`src/rtl/qcw_bridge_gen.sv`:
```
// Phase-shifted full-bridge gate-word generator for serializer-fed gate drivers.
// Each clock emits LANES serial samples per gate (two legs, A/B each), with dead time before rising edges.

module qcw_bridge_lane #(
    parameter int CW = 24,
    parameter int K  = 0
) (
    input  logic          clk_logic,
    input  logic          reset_n,
    input  logic [CW-1:0] pc_i,
    input  logic [CW-1:0] p_i,
    input  logic [CW-1:0] ps_i,
    input  logic          stop_wrap_i,
    input  logic          vld1_i,
    input  logic [CW-1:0] p1_i,
    input  logic [CW-1:0] h1_i,
    input  logic [CW-1:0] dt1_i,
    input  logic [CW-1:0] hd1_i,
    output logic          a1_o,
    output logic          b1_o,
    output logic          a2_o,
    output logic          b2_o
);
    logic [CW:0]   sum;
    logic          past_wrap;
    logic [CW-1:0] s_c, t_c;
    logic [CW-1:0] s_q, t_q;
    logic          mask_q, live;

    // Single conditional subtract is enough: pc < P and K < LANES <= P/2.
    always_comb begin
        sum       = {1'b0, pc_i} + (CW+1)'(K);
        past_wrap = (sum >= {1'b0, p_i});
        s_c       = past_wrap ? sum[CW-1:0] - p_i : sum[CW-1:0];
        t_c       = (s_c >= ps_i) ? s_c - ps_i : s_c + (p_i - ps_i);
    end

    assign live = vld1_i & ~mask_q;

    always_ff @(posedge clk_logic or negedge reset_n) begin
        if (!reset_n) begin
            s_q    <= '0;
            t_q    <= '0;
            mask_q <= 1'b0;
            a1_o   <= 1'b0;
            b1_o   <= 1'b0;
            a2_o   <= 1'b0;
            b2_o   <= 1'b0;
        end else begin
            s_q    <= s_c;
            t_q    <= t_c;
            mask_q <= stop_wrap_i & past_wrap;
            a1_o   <= live & (s_q >= dt1_i) & (s_q < h1_i);
            b1_o   <= live & (s_q >= hd1_i) & (s_q < p1_i);
            a2_o   <= live & (t_q >= dt1_i) & (t_q < h1_i);
            b2_o   <= live & (t_q >= hd1_i) & (t_q < p1_i);
        end
    end
endmodule

module qcw_bridge_gen #(
    parameter int LANES = 8,
    parameter int CW    = 24
) (
    input  logic             clk_logic,
    input  logic             reset_n,
    input  logic [CW-1:0]    period,
    input  logic [CW-1:0]    phase_shift,
    input  logic [CW-1:0]    dead_time,
    input  logic             load,
    input  logic             enable,
    output logic [LANES-1:0] gdt1_a,
    output logic [LANES-1:0] gdt1_b,
    output logic [LANES-1:0] gdt2_a,
    output logic [LANES-1:0] gdt2_b,
    output logic             out_ref,
    output logic             cycle_done,
    output logic             running,
    output logic             cfg_err
);
    typedef enum logic [1:0] {S_IDLE, S_RUN, S_STOP} state_e;

    state_e        state_q, state_d;
    logic [CW-1:0] pc_q, pc_d;
    logic [CW-1:0] p_q, p_d, ps_q, ps_d, dt_q, dt_d;
    logic [CW-1:0] sp_q, sp_d, sps_q, sps_d, sdt_q, sdt_d;
    logic          cfg_err_q, cfg_err_d;
    logic [CW:0]   nxt;
    logic          active, wrap, stop_wrap, cfg_ok;

    // Stage-1 copies of the per-word configuration so stage 2 compares against the right period.
    logic          vld1_q, wrap1_q, done_q;
    logic [CW-1:0] p1_q, h1_q, dt1_q, hd1_q;

    assign cfg_ok    = ({1'b0, period} >= (CW+1)'(2*LANES)) && (phase_shift < period)
                       && (dead_time < (period >> 1));
    assign active    = (state_q != S_IDLE);
    assign nxt       = {1'b0, pc_q} + (CW+1)'(LANES);
    assign wrap      = active && (nxt >= {1'b0, p_q});
    assign stop_wrap = (state_q == S_STOP) && !enable && wrap;

    always_comb begin
        state_d   = state_q;
        pc_d      = pc_q;
        p_d       = p_q;
        ps_d      = ps_q;
        dt_d      = dt_q;
        sp_d      = sp_q;
        sps_d     = sps_q;
        sdt_d     = sdt_q;
        cfg_err_d = cfg_err_q;
        if (load) begin
            cfg_err_d = !cfg_ok;
            if (cfg_ok) begin
                sp_d  = period;
                sps_d = phase_shift;
                sdt_d = dead_time;
            end
        end
        case (state_q)
            S_IDLE: if (enable) begin
                cfg_err_d = !cfg_ok;
                if (cfg_ok) begin
                    state_d = S_RUN;
                    pc_d    = '0;
                    p_d     = period;
                    ps_d    = phase_shift;
                    dt_d    = dead_time;
                    sp_d    = period;
                    sps_d   = phase_shift;
                    sdt_d   = dead_time;
                end
            end
            S_RUN:  if (!enable) state_d = S_STOP;
            S_STOP: begin
                if (enable)    state_d = S_RUN;
                else if (wrap) state_d = S_IDLE;
            end
            default: state_d = S_IDLE;
        endcase
        // Shadow (already including a same-cycle load) takes effect from the next period.
        if (active) begin
            pc_d = wrap ? CW'(nxt - {1'b0, p_q}) : CW'(nxt);
            if (wrap) begin
                p_d  = sp_d;
                ps_d = sps_d;
                dt_d = sdt_d;
            end
        end
        if (stop_wrap) pc_d = '0;
    end

    always_ff @(posedge clk_logic or negedge reset_n) begin
        if (!reset_n) begin
            state_q   <= S_IDLE;
            pc_q      <= '0;
            p_q       <= '0;
            ps_q      <= '0;
            dt_q      <= '0;
            sp_q      <= '0;
            sps_q     <= '0;
            sdt_q     <= '0;
            cfg_err_q <= 1'b0;
            vld1_q    <= 1'b0;
            wrap1_q   <= 1'b0;
            done_q    <= 1'b0;
            p1_q      <= '0;
            h1_q      <= '0;
            dt1_q     <= '0;
            hd1_q     <= '0;
        end else begin
            state_q   <= state_d;
            pc_q      <= pc_d;
            p_q       <= p_d;
            ps_q      <= ps_d;
            dt_q      <= dt_d;
            sp_q      <= sp_d;
            sps_q     <= sps_d;
            sdt_q     <= sdt_d;
            cfg_err_q <= cfg_err_d;
            vld1_q    <= active;
            wrap1_q   <= wrap;
            done_q    <= vld1_q & wrap1_q;
            p1_q      <= p_q;
            h1_q      <= p_q >> 1;
            dt1_q     <= dt_q;
            hd1_q     <= (p_q >> 1) + dt_q;
        end
    end

    // Lane k is k-th sample in time, sent first-MSB on the wire.
    for (genvar k = 0; k < LANES; k++) begin : g_lane
        qcw_bridge_lane #(.CW(CW), .K(k)) u_lane (
            .clk_logic   (clk_logic),
            .reset_n     (reset_n),
            .pc_i        (pc_q),
            .p_i         (p_q),
            .ps_i        (ps_q),
            .stop_wrap_i (stop_wrap),
            .vld1_i      (vld1_q),
            .p1_i        (p1_q),
            .h1_i        (h1_q),
            .dt1_i       (dt1_q),
            .hd1_i       (hd1_q),
            .a1_o        (gdt1_a[LANES-1-k]),
            .b1_o        (gdt1_b[LANES-1-k]),
            .a2_o        (gdt2_a[LANES-1-k]),
            .b2_o        (gdt2_b[LANES-1-k])
        );
    end

    assign out_ref    = gdt1_a[0];
    assign cycle_done = done_q;
    assign running    = active;
    assign cfg_err    = cfg_err_q;
endmodule

```
`config.mk`:
```
export PLATFORM = sky130hd
export DESIGN_NAME = qcw_bridge_gen
export DESIGN_NICKNAME = d
export VERILOG_FILES = /design/src/rtl/qcw_bridge_gen.sv
export SDC_FILE = /design/constraint.sdc
export NUM_CORES = 2
export LEC_CHECK = 0
export CAP_MARGIN = 20
export CORE_UTILIZATION = 57
export CTS_BUF_LIST = sky130_fd_sc_hd__clkbuf_4
export DETAILED_ROUTE_END_ITERATION = 6
export HOLD_SLACK_MARGIN = 0.1
export PLACE_DENSITY_LB_ADDON = 0.15
export SLEW_MARGIN = 0
export SYNTH_ARGS = -nofsm -noshare
export SYNTH_HDL_FRONTEND = slang
export SYNTH_HIERARCHICAL = 1
export SYNTH_SLANG_ARGS = --single-unit
```
`constraint.sdc`:
```
create_clock -name clk_logic -period 7.9 [get_ports clk_logic]
set_input_delay 1.58 -clock clk_logic [delete_from_list [all_inputs] [get_ports clk_logic]]
set_output_delay 1.58 -clock clk_logic [all_outputs]
set_load 0.005 [all_outputs]
```
=== After elaboration in Yosys (flattened, before gate mapping) ===
Cells that the tools add are included.

* $add $sub $neg: 35
* Bitwise operators: 89
* Equality and inequality tests: 6
* Magnitude comparators: 84
* Multiplexer cells: 61
* Reduce and logical (&&, ||, !) cells: 14

{| class="wikitable"
|+ Operator list
! cell !! number
|-
| $mux W24 || 52
|-
| $ge A24 B24 Y1 || 41
|-
| $sub A24 B24 Y24 || 18
|-
| $lt A24 B23 Y1 || 17
|-
| $lt A24 B24 Y1 || 17
|-
| $ge A25 B24 Y1 || 8
|-
| $add A24 B24 Y24 || 8
|-
| $add A24 B3 Y25 const B || 4
|-
| $and A1 B1 Y1 || 81
|-
| $add A24 B2 Y25 const B || 2
|-
| $add A24 B1 Y25 const B || 1
|-
| $add A24 B4 Y25 const B || 1
|-
| $add A23 B24 Y24 || 1
|-
| $ge A24 B5 Y1 const B || 1
|-
| $mux W2 || 5
|-
| $reduce_bool A3 Y1 || 3
|-
| $not A1 Y1 || 8
|-
| $ne A2 B2 Y1 const B || 3
|-
| $pmux W2 S3 || 1
|-
| $logic_and A1 B1 Y1 || 5
|-
| $reduce_and A4 Y1 || 1
|-
| $mux W1 || 3
|-
| $ne A3 B3 Y1 const B || 1
|-
| $reduce_and A3 Y1 || 1
|-
| other kinds (5) || 6
|}

* Bits of input ports: 76
* Register bits: 693
* Word-level logic and storage cells: 361
* Output and inout port bits: 36

=== Depth between registers and ports, before layout ===
* Depth in word-level cells: 10
* Depth in mapped cells: 33
* Mapped depth without buffers: 31

=== Cells and area by module ===
Netlist, hierarchy kept.

{| class="wikitable"
|+ Modules (own cells, without submodules)
! module !! cells an instance !! times used !! sequential area each (µm²) !! area each (µm²)
|-
| qcw_bridge_gen || 1130 || 1 || 6155.9 || 12704.7
|-
| qcw_bridge_lane (g_lane[3].u_lane) || 1323 || 1 || 1326.3 || 10787.8
|-
| qcw_bridge_lane (g_lane[6].u_lane) || 1310 || 1 || 1326.3 || 10734.0
|-
| qcw_bridge_lane (g_lane[7].u_lane) || 1312 || 1 || 1326.3 || 10670.2
|-
| qcw_bridge_lane (g_lane[4].u_lane) || 1312 || 1 || 1326.3 || 10636.5
|-
| qcw_bridge_lane (g_lane[2].u_lane) || 1282 || 1 || 1326.3 || 10621.4
|-
| qcw_bridge_lane (g_lane[1].u_lane) || 1297 || 1 || 1326.3 || 10561.4
|-
| qcw_bridge_lane (g_lane[5].u_lane) || 1280 || 1 || 1326.3 || 10555.1
|-
| qcw_bridge_lane (g_lane[0].u_lane) || 1285 || 1 || 1326.3 || 10490.1
|}

=== Worst setup path after synthesis ===
No wires, ideal clock.

* Path kind: register to register
* Start point: register pc_q[7]
* End point: register g_lane[7].u_lane.t_q[22]
* Period minus slack after synthesis: 7.077 ns
* Arrival: 6.939 ns
* Stages on the path, launching flop included: 31
* Setup time: 0.139 ns
* Buffers on the path: 1
* Slack: 0.823 ns
* Data required time: 7.761 ns
* Path through: dfrtp_1 -> and4_1 -> and3_1 -> and4_1 -> nand3_1 -> nor2_1 -> nand3_1 -> nor2_1 -> xor2_1 -> ha_1 -> nand4_1 -> nor2_1 -> a31oi_1 -> o22ai_1 -> a211o_1 -> a21oi_2 -> buf_2 -> mux2i_1 -> fa_1 -> inv_1 -> ha_1 -> nor2b_1 -> o21a_1 -> o21ai_2 -> a211oi_2 -> nor3_2 -> a31oi_2 -> a311o_1 -> a211oi_2 -> nor4bb_1 -> or4_1

* Word-level cells in the longest chain between the ends: 5
* Elaborated cells on any way between the ends: 8
* Classes of those cells: 4 x add/sub; 2 x order compare; 2 x mux

{| class="wikitable"
|+ Ends and longest elaborated chain
! element !! RTL line !! RTL
|-
| from (decl) || 84 || <nowiki>logic [CW-1:0] pc_q, pc_d;</nowiki>
|-
| from (signal assigned) || 173 || <nowiki>pc_q <= pc_d;</nowiki>
|-
| $add A24 B3 Y25 * || 32 || <nowiki>sum = {1'b0, pc_i} + (CW+1)'(K);</nowiki>
|-
| $sub A24 B24 Y24 / $ge A25 B24 Y1 (equally long branches) || 34, 33 ||
|-
| $mux W24 * || 34 || <nowiki>s_c = past_wrap ? sum[CW-1:0] - p_i : sum[CW-1:0];</nowiki>
|-
| $add A24 B24 Y24 (tied with other cells) || 35 || <nowiki>t_c = (s_c >= ps_i) ? s_c - ps_i : s_c + (p_i - ps_i);</nowiki>
|-
| $mux W24 * || 35 ||
|-
| via g_lane[7].u_lane.t_c[22] || 26 || <nowiki>logic [CW-1:0] s_c, t_c;</nowiki>
|-
| to (signal assigned) || 51 || <nowiki>t_q <= t_c;</nowiki>
|-
| to (decl) || 27 || <nowiki>logic [CW-1:0] s_q, t_q;</nowiki>
|}

Mark *: on every way through the listed nets, which the timed path passes. The rest lies on a longest branch.
A chain may end at the register's enable or synchronous reset.

=== Worst setup path after layout ===
* Start point: register pc_q[8]
* End point: register g_lane[2].u_lane.t_q[23]

* Word-level cells in the longest chain between the ends: 5
* Elaborated cells on any way between the ends: 8
* Classes of those cells: 4 x add/sub; 2 x order compare; 2 x mux

{| class="wikitable"
|+ Ends and longest elaborated chain
! element !! RTL line
|-
| $add A24 B2 Y25 * || 32
|-
| $sub A24 B24 Y24 / $ge A25 B24 Y1 (equally long branches) || 34, 33
|-
| $mux W24 * || 34
|-
| $add A24 B24 Y24 (tied with other cells) || 35
|-
| $mux W24 * || 35
|-
| via g_lane[2].u_lane.t_c[23] || 26
|-
| to (signal assigned) || 51
|-
| to (decl) || 27
|}

Marked as above.

==> impl_results.md <==
- Status: finished, violations left
- Failing checks: DRC
- Final hold vios: 0
- First-pass GRT wire length: roughly 600000 um
- Rows: around 150
- Worst-Margin Slew: approximately 1.3 ns
- Synth Area per Inst: roughly 8.5 um^2
- Area grow syn2layout: 8.742%
- Synth Area in Compound Gates: 21.71%
- Final min period: 7.711 ns
- Post-synthesis simple-gate area fraction: between 10% and 20%
- WL/cell: just under 30 um
- Vias: approximately 96000
- Distinct cell type count after synthesis: roughly 130
- Worst-Skew Late Latency: 1.44 ns
- Total core area: 169800 um^2
- CP max-delay cell: fa_1
- Yosys top cell area share: 27.80%
- H-tree levels: 4
- Commonest non-fill, non-tap cell in the layout: ha_1
- Post-synthesis mux area share: 2.599%
- Max-cap violations: 0
- Hold buffers post-CTS: 0
- Max transition margin: roughly 12%
- GRT Total Usage: a little under half
- WP data required: about 9.1 ns
- Clock skew: between 0.1 and 0.15 ns
- Register area share after synthesis: about 17%
- Filler cells: 14930
- Fin nets: 14430
- Ys async rst share: between 90% and 100%
- Clock-pin slew on the worst setup and hold paths: around 0.07 ns
- Slowest stage delay, CP: approximately 0.57 ns
- Routed vias/inst: between 6 and 7
- Clock Root Buffer: clkbuf_4
- WL final: 421400 um
- Post-Synth Adder-Cell Area: 31.93%
- Final worst-path setup slack: 0.1891 ns
- Vias in the first global route: roughly 90000
- Fraction of layout instances using a drive strength above 1: around 7.6%
- CTS sink cnt: 670
- Total congestion overflow: 0
- Synth area leaders: ha_1 (28%), dfrtp_1 (17%), inv_1 (6.6%), a21o_1 (5.5%), a21oi_1 (4.3%)
- Post-synthesis register bit count: 670
- Crit share post-route: a little over nine tenths
- Final non-filler cell total: ~14000
- Initial detailed-routing violation count: approximately 13000
- I/O Buffers: between 100 and 150
- Crit path capture type: flip-flop
- Initial core utilization: between 50 and 60%
- CTS buffer count: between 150 and 200
- Yosys Warn Count: 6
- Mapped cell area: 97760 um^2
- Commonest non-fill, non-tap cells in the layout: ha_1 (2172), inv_1 (1719), a21oi_1 (841)
- Worst Setup Start Kind: flip-flop
- Dpl ws: around 0.32 ns
- Io pins: between 100 and 150
- Chip width: between 400 and 500 um
- Prevailing post-synth register cell: dfrtp_1
- TNS Setup: 0 ns
- Reg2reg start: pc_q[8]
- Initial antenna violation count: 62
- Final setup vio count: 0
- WS Path Type: flip-flop to flip-flop
- Post-route ant nets: 0
- Placer congestion estimate: ~1.1
- CP max FO: 34
- Syn Inst Count: between 10000 and 15000
- CTS tree: yes
- FMAX: about 130 MHz
- CP top delay family: compound AO/OA/AOI/OAI gates
- CP Data Arrival Time: slightly below 9 ns
- Post-synth EDFFs: 0
- Max Root-Sink Buffers: 3
- Inst Count DP: 13990
- Worst Path Buf+Inv: 4
- Final slew viol count: 0
- Main combinational cell family by area after synthesis: adder cells
- Die H: ~420 um
- Worst Setup SP: pc_q[8]
- Die area: approximately 170000 um^2
- Drt pass-1 iters: 7
- Detailed Place HPWL: roughly 310000 um
- Pin count of the biggest net entering global routing: 170
- Post-Synth XOR/XNOR Area: a little over 6%
- Worst min path class: primary input to async pin
- Area leader, netlist: ha_1
- # DRC: 6
==> final cells by class <==
cell class,count,area [um^2],share of cell area (%)
well taps,2218,2775,2.610
clock inverters,98,681.9,0.6414
multi-input cells,9019,74020,69.63
diodes,132,330.3,0.3107
inverters,1723,6476,6.092
clock buffers,253,1899,1.787
repair buffers,370,3252,3.059
flip-flops and latches,670,16870,15.87
==> flip-flops by register name, summed over array words and instances (netlist names) <==
signal                cells
cfg_err                   1
cycle_done                1
dt1_q                    24
dt_q                     24
g_lane.u_lane/a1_o        8
g_lane.u_lane/a2_o        8
g_lane.u_lane/b1_o        8
g_lane.u_lane/b2_o        8
g_lane.u_lane/mask_q      8
g_lane.u_lane/s_q       192
g_lane.u_lane/t_q       192
h1_q                      1
hd1_q                    24
p1_q                     23
p_q                      24
pc_q                     24
ps_q                     24
sdt_q                    24
sp_q                     24
sps_q                    24
state_q                   2
vld1_q                    1
wrap1_q                   1
==> synthesized netlist by cell type (all sizes together), types with 115 or more instances <==
library cell,instances
o21a,135
nor2,502
ha,2172
inv,1723
nor3,146
mux2i,123
nor2b,212
nand3,195
o21ai,681
a211oi,121
nand4,255
a21o,722
nand2b,252
xnor2,456
mux2,115
fa,202
a21oi,855
nand2,558
xor2,215
dfrtp,670
==> repair_timing <==
item / CTS / global route
resized for setup: 0 / 22
endpoints found under the setup margin: 0 / 40
buffers inserted: 0 / 8
==> worst register-to-register path: cells and delay by family, from the launching register on <==
| family | cells | cell delay, ns |
|---|---|---|
| AOI/OAI and AO/OA | 9 | 2.17 |
| and+or+nand+nor | 10 | 2.07 |
| adders and majority gates | 3 | 1.25 |
| buffers and inverters | 4 | 1.02 |
| DFF | 1 | 0.45 |
| xor gates and xnor gates | 2 | 0.43 |
| muxes | 1 | 0.11 |
==> through the flow <==
| step | hold WS, ns | utilization [%] | instance area [um^2] |
|---|---|---|---|
| 2_1_floorplan | 0.3779 | - | 97790 |
| 3_3_place_gp | 0.4021 | 60.78 | 103200 |
| 3_5_place_dp | 0.3985 | 60.79 | 103200 |
| 4_1_cts | 0.1938 | 62.31 | 105800 |
| 5_1_grt | 0.2663 | 62.42 | 106000 |
| 6_report | 0.2322 | 62.59 | 106300 |
==> layer usage <==
| layer | wire (um) | GRT usage (%) |
|---|---|---|
| met3 | 56480 | 15.36 |
| met2 | 166200 | 65.26 |
| met1 | 160400 | 60.64 |
| met4 | 37990 | 39.50 |
| met5 | 310 | 0.4724 |
==> worst paths after layout <==
check	cells after the start	slack, ns	end
setup / recovery	29	0.19	g_lane[2].u_lane/t_q[23]
hold / removal	1	0.23	g_lane[1].u_lane/a2_o
min in group clk_logic	0	0.37	dt1_q[8]
setup reg to reg	29	0.19	g_lane[2].u_lane/t_q[23]
max in group asynchronous	2	5.90	g_lane[3].u_lane/s_q[13]
hold reg to reg	0	0.37	dt1_q[8]
==> kinds of logic (layout without fill, tap and decap cells) <==
logic type	Yosys count	count (layout)
multiplexers	238	238
XOR/XNOR	673	673
flip-flops	670	670
AO/OA/AOI/OAI	3232	3232
AND/OR/NAND/NOR	2494	2494
buffers and inverters	1849	2444
adder cells (fa/ha/maj)	2374	2374
other	1	140
Power is left out: the tool's default activity adds up to more than one toggle a clock period on the data nets, which glitch-free logic cannot reach.
